$ cat src/rtl/sr_flop_bank.sv
// Bank of WIDTH independent clocked set/clear flip-flops with run-time S=R=1 resolution,
// per-channel conflict pulses, a sticky conflict flag and a saturating conflict counter.
module sr_flop_bank #(
    parameter int unsigned      WIDTH     = 8,
    parameter int unsigned      CNT_W     = 8,
    parameter logic [WIDTH-1:0] RESET_VAL = '0
) (
    input  logic             clk,
    input  logic             reset,
    input  logic             en,
    input  logic [1:0]       mode,
    input  logic [WIDTH-1:0] set,
    input  logic [WIDTH-1:0] clr,
    input  logic             cnt_clr,
    output logic [WIDTH-1:0] q,
    output logic [WIDTH-1:0] qbar,
    output logic [WIDTH-1:0] conflict,
    output logic             conflict_sticky,
    output logic [CNT_W-1:0] conflict_cnt
);

    typedef enum logic [1:0] {
        ModeHold   = 2'b00,
        ModeSet    = 2'b01,
        ModeClr    = 2'b10,
        ModeToggle = 2'b11
    } mode_e;

    localparam logic [CNT_W-1:0] CntMax = {CNT_W{1'b1}};

    logic [WIDTH-1:0] state_q, state_d;
    logic [WIDTH-1:0] conflict_q, conflict_d;
    logic             sticky_q, sticky_d;
    logic [CNT_W-1:0] cnt_q, cnt_d;
    logic             any_conflict;
    mode_e            mode_sel;

    assign mode_sel = mode_e'(mode);

    // Per-channel next state; channels never look at each other.
    always_comb begin
        state_d = state_q;
        if (en) begin
            for (int i = 0; i < int'(WIDTH); i++) begin
                case ({set[i], clr[i]})
                    2'b10: state_d[i] = 1'b1;
                    2'b01: state_d[i] = 1'b0;
                    2'b11: begin
                        case (mode_sel)
                            ModeSet:    state_d[i] = 1'b1;
                            ModeClr:    state_d[i] = 1'b0;
                            ModeToggle: state_d[i] = ~state_q[i];
                            default:    state_d[i] = state_q[i];
                        endcase
                    end
                    default: state_d[i] = state_q[i];
                endcase
            end
        end
    end

    assign conflict_d   = en ? (set & clr) : '0;
    assign any_conflict = |conflict_d;

    // Clear beats a simultaneous conflict; the pulse mask is not affected by cnt_clr.
    always_comb begin
        cnt_d    = cnt_q;
        sticky_d = sticky_q;
        if (cnt_clr) begin
            cnt_d    = '0;
            sticky_d = 1'b0;
        end else if (any_conflict) begin
            sticky_d = 1'b1;
            if (cnt_q != CntMax) begin
                cnt_d = cnt_q + CNT_W'(1);
            end
        end
    end

    always_ff @(posedge clk or posedge reset) begin
        if (reset) begin
            state_q    <= RESET_VAL;
            conflict_q <= '0;
            sticky_q   <= 1'b0;
            cnt_q      <= '0;
        end else begin
            state_q    <= state_d;
            conflict_q <= conflict_d;
            sticky_q   <= sticky_d;
            cnt_q      <= cnt_d;
        end
    end

    // qbar is derived from the same register so it can never match q.
    assign q               = state_q;
    assign qbar            = ~state_q;
    assign conflict        = conflict_q;
    assign conflict_sticky = sticky_q;
    assign conflict_cnt    = cnt_q;

endmodule

$ cat config.mk
export PLATFORM = sky130hd
export DESIGN_NAME = sr_flop_bank
export DESIGN_NICKNAME = d
export VERILOG_FILES = /design/src/rtl/sr_flop_bank.sv
export SDC_FILE = /design/constraint.sdc
export NUM_CORES = 1
export LEC_CHECK = 0
export BUFFER_PORTS_ARGS = -buffer_cell sky130_fd_sc_hd__buf_2
export CAP_MARGIN = 20
export CELL_PAD_IN_SITES_DETAIL_PLACEMENT = 1
export CELL_PAD_IN_SITES_GLOBAL_PLACEMENT = 1
export CORE_MARGIN = 2
export CORE_UTILIZATION = 37
export DETAILED_ROUTE_END_ITERATION = 8
export PLACE_DENSITY = 0.89
export SKIP_LAST_GASP = 1
export SLEW_MARGIN = 20
export SYNTH_ARGS = -nofsm -noshare
export SYNTH_HDL_FRONTEND = slang
export SYNTH_SLANG_ARGS = --single-unit
$ cat constraint.sdc
create_clock -name clk -period 2.5 [get_ports clk]
set_input_delay 0.25 -clock clk [delete_from_list [all_inputs] [get_ports clk]]
set_output_delay 0.25 -clock clk [all_outputs]
set_load 0.02 [all_outputs]
### Yosys cells after proc, flatten, opt, wreduce, memory -nomap -nowiden

Index checks and enable logic that the tools add are counted.

* register bits: 25
* input port bits: 22
* output and inout port bits: 33
* word-level logic and storage cells: 100

* add/sub/neg operators: 1
* equal/unequal tests: 36
* mux-type cells: 22
* bitwise gates (word level): 10
* reduce and logical (&&, ||, !) cells: 20

Operators with widths (count)
* 1-bit case mux with 3 select lines: 16
* 2-bit == test (second input constant): 18
* 8-bit 2-to-1 mux: 4
* 4-bit != test (second input constant): 8
* 3-bit AND reduction: 8
* 3-bit nonzero test: 8
* 2-bit by 1-bit == test with 1-bit output (second input constant): 9
* 8-bit by 1-bit adder with 8-bit output (second input constant): 1
* 8-bit AND: 1
* 8-bit != test (second input constant): 1
* 1-bit NOT: 8
* 8-bit NOT: 1
* 8-bit OR reduction: 1
* 2-bit nonzero test: 2
* 1-bit 2-to-1 mux: 2
* 2-bit AND reduction: 1

### Logic depth before layout (Yosys ltp)

Gate-level depths: netlist (run 1).

* depth after elaboration: 5
* gate-level depth with buffers: 6
* mapped depth without buffers: 6

### Worst setup path before layout (run 1)

OpenSTA, ideal clock, no wires.

* path type: register to register
* start point: register cnt_q[0], in the netlist conflict_cnt[0]
* end point: register cnt_q[5], in the netlist conflict_cnt[5]
* library setup time: 128 ps
* arrival: 1507 ps
* slack: 865 ps
* cell stages (with the launch flop): 6
* path buffers: 0
* clock period less this slack: 1635 ps
* cells stage by stage: dfrtp_1 ha_1 nand2_1 nor3_4 nor4_2 mux2_1

* word-level cells in the longest chain between the ends: 4
* elaborated cells on any way between the ends: 7
* those cells by class: 1 x add/sub; 1 x eq/ne; 3 x mux; 2 x reduce/logical

Ends and longest elaborated chain
* from (decl): line 34 `logic [CNT_W-1:0] cnt_q, cnt_d;`
* from (signal assigned): line 90 `cnt_q <= cnt_d;`
* 8-bit by 1-bit adder with 8-bit output: line 75 `cnt_d = cnt_q + CNT_W'(1);`
* 8-bit 2-to-1 mux: line 74 `if (cnt_q != CntMax) begin`
* 8-bit 2-to-1 mux: line 72 `end else if (any_conflict) begin`
* 8-bit 2-to-1 mux: line 69 `if (cnt_clr) begin`

Several ways; a longest one is shown, not always the timed one. The select of a mux whose other input is x is not followed.
A chain may end at the register's enable or synchronous reset.

### Worst setup path in the final report (run 1)

* start point: register cnt_q[0], in the netlist conflict_cnt[0]
* end point: register cnt_q[4], in the netlist conflict_cnt[4]

Same word-level chain as after synthesis.

==> flow_summary_export.csv, run 1 <==
group,metric,value,unit
status,status,"complete, no violations",
clocking,cts_sinks,25,
clocking,cts_resized,0,
timing,min_period_over_period,0.678,
critical_path,cp_cell_sequence,"ha_1, nand2_1, nor3_4, or4_1, a21oi_1",
die,fp-row-count,21,
critical_path,start_kind,"flop",
timing,min_period,1700,ps
critical_path,cp-end-kind,"flop",
yosys,synthCells,140,
routing,num_vias,1311,
clocking,h-tree-depth,1,
routing,drcViolationCount,0,
critical_path,cp_slowest_cell,"or4_1",
critical_path,crit_start,"conflict_cnt[0]",
die,dieHeight,64.5,um
timing,maxSlewHeadroom,0.683,
place,gp_congestion,0.799,
clocking,clock_path_buffers,2,
yosys,syn_avg_cell_area,9.66,um^2
global_routing,antenna_found_initial,0,
global_routing,overflow,0,
critical_path,worstSetupPathType,"reg -> reg",
timing,setup_slack,805,ps
die,dieArea,4160,um^2
clocking,ctsRootBufferMaster,"clkbuf_4",
place,portBuffers,54,
routing,drtIter0Drc,58,
yosys,yosys_register_bits,25,
routing,drt_first_pass_iters,4,
clocking,cts_setup_buffers,0,
timing,drv_slew,0,
critical_path,cp.arrival,1960,ps
die,core_area,3420,um^2
power_and_ir_drop,ir_worst_vdd,0.000357,V
yosys,syn_area,1350,um^2
layout,layout-drive-gt1-share,0.338,
routing,post_drt_via_cell_ratio,5.44,
clocking,cts_buffers,3,
layout,fillers,426,
global_routing,grt_max_degree,26,
layout,layout.nets,222,
power_and_ir_drop,leakage,0.892,nW
critical_path,cpLargestDelayFamily,"simple AND/OR/NAND/NOR gates",
critical_path,r2r_start,"conflict_cnt[0]",
timing,hold_viol_final,0,
timing,worstMarginPinSlew,475,ps
hold_path,hp-class,"in -> reg",
hold_path,min_from,"clr[3]",
critical_path,critPathMaxStageDelay,520,ps
yosys,synthesis.nets,166,
layout,area_delta_synth_final,27.5,%
yosys,yosysSeqAreaShare,0.463,
critical_path,path_buf_inv,0,
run,drv_cap,0,
place,dp_slack,630,ps
timing,fmax,590,MHz
routing,wl_per_cell,15.4,um
timing,finalClockSkew,6.61,ps
routing,antenna_left,0,
die,initial_utilization,0.396,
clocking,clk_latency,320,ps
critical_path,crit_fanout,7,
timing,rsz0062_at_grt,"no",
layout,antenna_cells,0,
global_routing,track_usage,0.186,
yosys,synth_warnings,0,
die,die_w,64.5,um
timing,setup_tns,0,ps
clocking,clk_pin_slew,140,ps
global_routing,first_global_vias,1335,
place,hpwl,2800,um
power_and_ir_drop,power_density,552,nW/um^2
clocking,cts_tree,"built",
routing,routed_wl,3710,um
timing,setup_violations,0,
die,ios,55,
global_routing,grt_pass1_wl,6060,um
yosys,synth_cell_types,31,
critical_path,critPathRequiredTime,2760,ps
## worst paths after layout
path                       depth (start not counted)  slack [ps]         endpoint
max                                                5         800  conflict_cnt[4]
min                                                2         100             q[3]
max reg2reg                                        5         800  conflict_cnt[4]
min reg2reg                                        2         550  conflict_sticky
max in group asynchronous                          4        1590             q[2]
min in group asynchronous                          3         460      conflict[0]
## stage by stage
stage	total power, mW	cells	cell area (um^2)	util	hold slack (ps)
after global placement	0.755	235	1660	0.486	448
final	0.952	241	1720	0.505	101
after floorplan	0.655	140	1350	-	277
after CTS	0.952	239	1690	0.494	94.9
after global routing	1.01	241	1720	0.505	93.2
after detailed placement	0.768	235	1660	0.486	453
## cells in the mapped netlist (all sizes together)
master | number | share of area
and3 | 8 | 0.037
mux2 | 6 | 0.050
nor2 | 3 | 0.0083
nor4 | 2 | 0.014
nor3 | 2 | 0.016
inv | 16 | 0.044
a22oi | 4 | 0.022
nand3 | 7 | 0.026
dfrtp | 25 | 0.46
a21oi | 21 | 0.078
or3 | 1 | 0.0046
o31ai | 3 | 0.017
a41o | 1 | 0.0074
o41ai | 1 | 0.0065
o221ai | 3 | 0.019
nand2 | 6 | 0.017
clkbuf | 4 | 0.011
o31a | 5 | 0.032
o21ai | 1 | 0.0037
o22ai | 5 | 0.023
or4 | 3 | 0.017
nor2b | 2 | 0.0092
a21boi | 4 | 0.022
buf | 1 | 0.0037
mux2i | 1 | 0.0074
ha | 4 | 0.037
nand4 | 1 | 0.0046
## what timing repair did
action	in CTS	in global routing
endpoints found under the setup margin	0	0
hold endpoints to repair	0	9
hold buffers	0	1
## flip-flops by register name, indices dropped and copies added (netlist names)
register / cells
conflict: 8
conflict_cnt: 8
conflict_sticky: 1
q: 8
## kinds of logic (layout without fill, tap and decap cells)
group,Yosys count,in the layout,share of synthesized area
simple gates,35,35,0.153
compound gates,48,48,0.231
flops,25,25,0.463
buf+inv,21,76,0.0592
mux,7,7,0.0574
fa+ha+maj,4,4,0.0370
## area by class of cell
| type | instances | area (um^2) | area share |
|---|---|---|---|
| Clock buffer | 4 | 26.3 | 0.0152 |
| Timing Repair Buffer | 56 | 308 | 0.179 |
| Multi-Input combinational cell | 94 | 647 | 0.375 |
| Sequential cell | 25 | 626 | 0.363 |
| Tap cell | 46 | 57.6 | 0.0334 |
| Inverter | 16 | 60.1 | 0.0348 |
## cells in the final DEF, fill, tap and decap left out, types with 4 or more instances in the layout
cell      instances
a21boi_0          4
a21oi_1          21
a22oi_1           4
and3_1            8
buf_2            54
dfrtp_1          25
ha_1              4
inv_1            15
mux2_2            5
nand2_1           6
nand3_1           7
o22ai_1           5
o31a_1            5
## where the power goes
part / internal (mW) / switching (mW) / leakage [nW]
registers: 0.436 / 0.0369 / 0.327
clock network: 0.0625 / 0.124 / 0.0150
logic: 0.113 / 0.179 / 0.550
## metal layers
metal	GRT usage	up-vias	wire, um
met2	0.323	46	1870
met3	0.0278	8	189
met1	0.228	628	1570
met5	0	-	0
met4	0.0824	0	82
li1	-	629	-
Note: power is estimated with default switching activity, not from simulation.
==> run 2, diff against run 1 <==
Settings changed: CORE_UTILIZATION 37 to 35, PLACE_DENSITY 0.89 to 0.85.
Clock period 2.5 ns to 1.6 ns, I/O delays scaled along.
==> run 2 against run 1 <==
  * Register-to-register slack got worse by 760 ps
  * Via count is 2.3% higher
  * Critical path depth stayed put
  * Sequential cell count did not move
  * Sequential power increased by 56%
  * Critical endpoint unchanged
==> flow_summary_export.csv, run 2 (synthesis gave the netlist of run 1 again) <==
group,metric,value,unit
clocking,cts_tree,"built",
layout,fillers,456,
timing,setup_violations,0,
layout,design_area,1810,um^2
place,dp.cells,245,
global_routing,overflow,0,
layout,area_delta_synth_final,33.6,%
critical_path,r2r_start,"conflict_cnt[1]",
critical_path,cp_slowest_cell,"or4_1",
timing,finalClockSkew,3.71,ps
timing,hold_viol_final,0,
global_routing,grt_max_degree,23,
critical_path,reg2reg_to,"conflict_cnt[4]",
global_routing,grt_pass1_wl,6100,um
clocking,clk_pin_slew,90,ps
critical_path,critPathMaxStageDelay,540,ps
die,dieArea,4380,um^2
routing,drtIter0Drc,44,
global_routing,first_global_vias,1323,
status,status,"complete, no violations",
layout,antenna_cells,0,
global_routing,track_usage,0.179,
place,post_dp_cell_area,1730,um^2
routing,num_vias,1341,
hold_path,min_from,"clr[3]",
power_and_ir_drop,finalPower,1.58,mW
timing,setup_slack,41.2,ps
clocking,clock_path_buffers,2,
critical_path,ff2ff_setup_slack,40,ps
critical_path,crit_fanout,7,
routing,post_drt_via_cell_ratio,5.34,
layout,final_common_cell,"buf_2",
die,initial_utilization,0.367,
clocking,clk_latency,270,ps
routing,routed_wl,3720,um
routing,antenna_left,0,
routing,drcViolationCount,0,
layout,layout_common_cells,"buf_2, dfrtp_1, a21oi_1",
critical_path,cp.arrival,1760,ps
hold_path,min_to,"q[3]",
critical_path,path_buf_inv,0,
layout,final_cells,251,
timing,min_period,1560,ps
die,fp-row-count,22,
die,die_w,66.2,um
hold_path,hp-class,"in -> reg",
layout,layout-drive-gt1-share,0.389,
place,dp_slack,27.2,ps
critical_path,cpLargestDelayFamily,"simple AND/OR/NAND/NOR gates",
timing,drv_slew,0,
timing,maxSlewHeadroom,0.675,
hold_path,hold_depth,2,
routing,drt_first_pass_iters,4,
clocking,ctsRootBufferMaster,"clkbuf_8",
critical_path,cp_cell_sequence,"ha_4, nand2_2, nor3_4, or4_1, a21oi_2",
critical_path,critPathRequiredTime,1800,ps
place,portBuffers,54,
die,dieHeight,66.2,um
clocking,cts_buffers,3,
power_and_ir_drop,leakage,0.929,nW
power_and_ir_drop,power_density,873,nW/um^2
power_and_ir_drop,ir_worst_vdd,0.000507,V
die,ios,55,
run,drv_cap,0,
place,gp_congestion,0.745,
layout,layout.nets,230,
clocking,cts_sinks,25,
place,hpwl,2830,um
critical_path,start_kind,"flop",
die,core_area,3690,um^2
critical_path,rr_worst_depth,5,
critical_path,worstSetupPathType,"reg -> reg",
clocking,h-tree-depth,1,
timing,fmax,642,MHz
timing,worstMarginPinSlew,487,ps
critical_path,cp-end-kind,"flop",
global_routing,antenna_found_initial,0,
timing,min_period_over_period,0.974,
routing,wl_per_cell,14.8,um
==> run 2: cell types whose count changed in the layout (fill, tap and decap cells not counted), moves of 2 or more <==
cell      change
dfrtp_1       -2
dfrtp_2       +2
buf_4         +9
clkbuf_4      -3
clkbuf_8      +3
==> run 2: layer usage <==
metal	wire, um	up-vias	track usage
met1	1610	647	0.221
met5	0	-	0
met2	1890	41	0.325
li1	-	649	-
met3	169	4	0.0290
met4	47	0	0.0408
==> run 2: how the worst max path moves through the flow <==
stage	start	slack [ps]	cells after the start	to
2_1_floorplan	conflict_cnt[0]	30	5	conflict_cnt[5]
3_3_place_gp	conflict_cnt[1]	70	5	conflict_cnt[5]
3_5_place_dp	conflict_cnt[1]	30	5	conflict_cnt[4]
4_1_cts	conflict_cnt[1]	0.6	5	conflict_cnt[3]
5_1_grt	conflict_cnt[1]	-20	5	conflict_cnt[4]
6_report	conflict_cnt[1]	40	5	conflict_cnt[4]
==> run 2: final cells by class <==
class | instances | area (um^2) | area share
clock buffers | 4 | 45.0 | 0.0249
inverters | 16 | 60.1 | 0.0332
multi-input cells | 94 | 666 | 0.368
flip-flops and latches | 25 | 628 | 0.348
well taps | 48 | 60.1 | 0.0332
repair buffers | 64 | 348 | 0.193
==> run 2: report_power, final <==
part           internal, mW  switching, mW
clock network         0.178          0.200
logic                 0.181          0.281
registers             0.683         0.0550
total                  1.04          0.535
==> run 2: stage by stage <==
| step | TNS [ps] | hold WS [ps] | util |
|---|---|---|---|
| final | 0 | 74.5 | 0.490 |
| after global routing | -19.1 | 74.4 | 0.490 |
| after CTS | 0 | 71.7 | 0.483 |
| after detailed placement | 0 | 213 | 0.468 |
| after global placement | 0 | 207 | 0.468 |
| after floorplan | 0 | 187 | - |
==> run 2: timing repair <==
action,CTS,global route
endpoints found under the hold margin,11,0
resized for setup,0,3
hold buffers,1,0
setup buffers,0,1
endpoints found under the setup margin,0,4
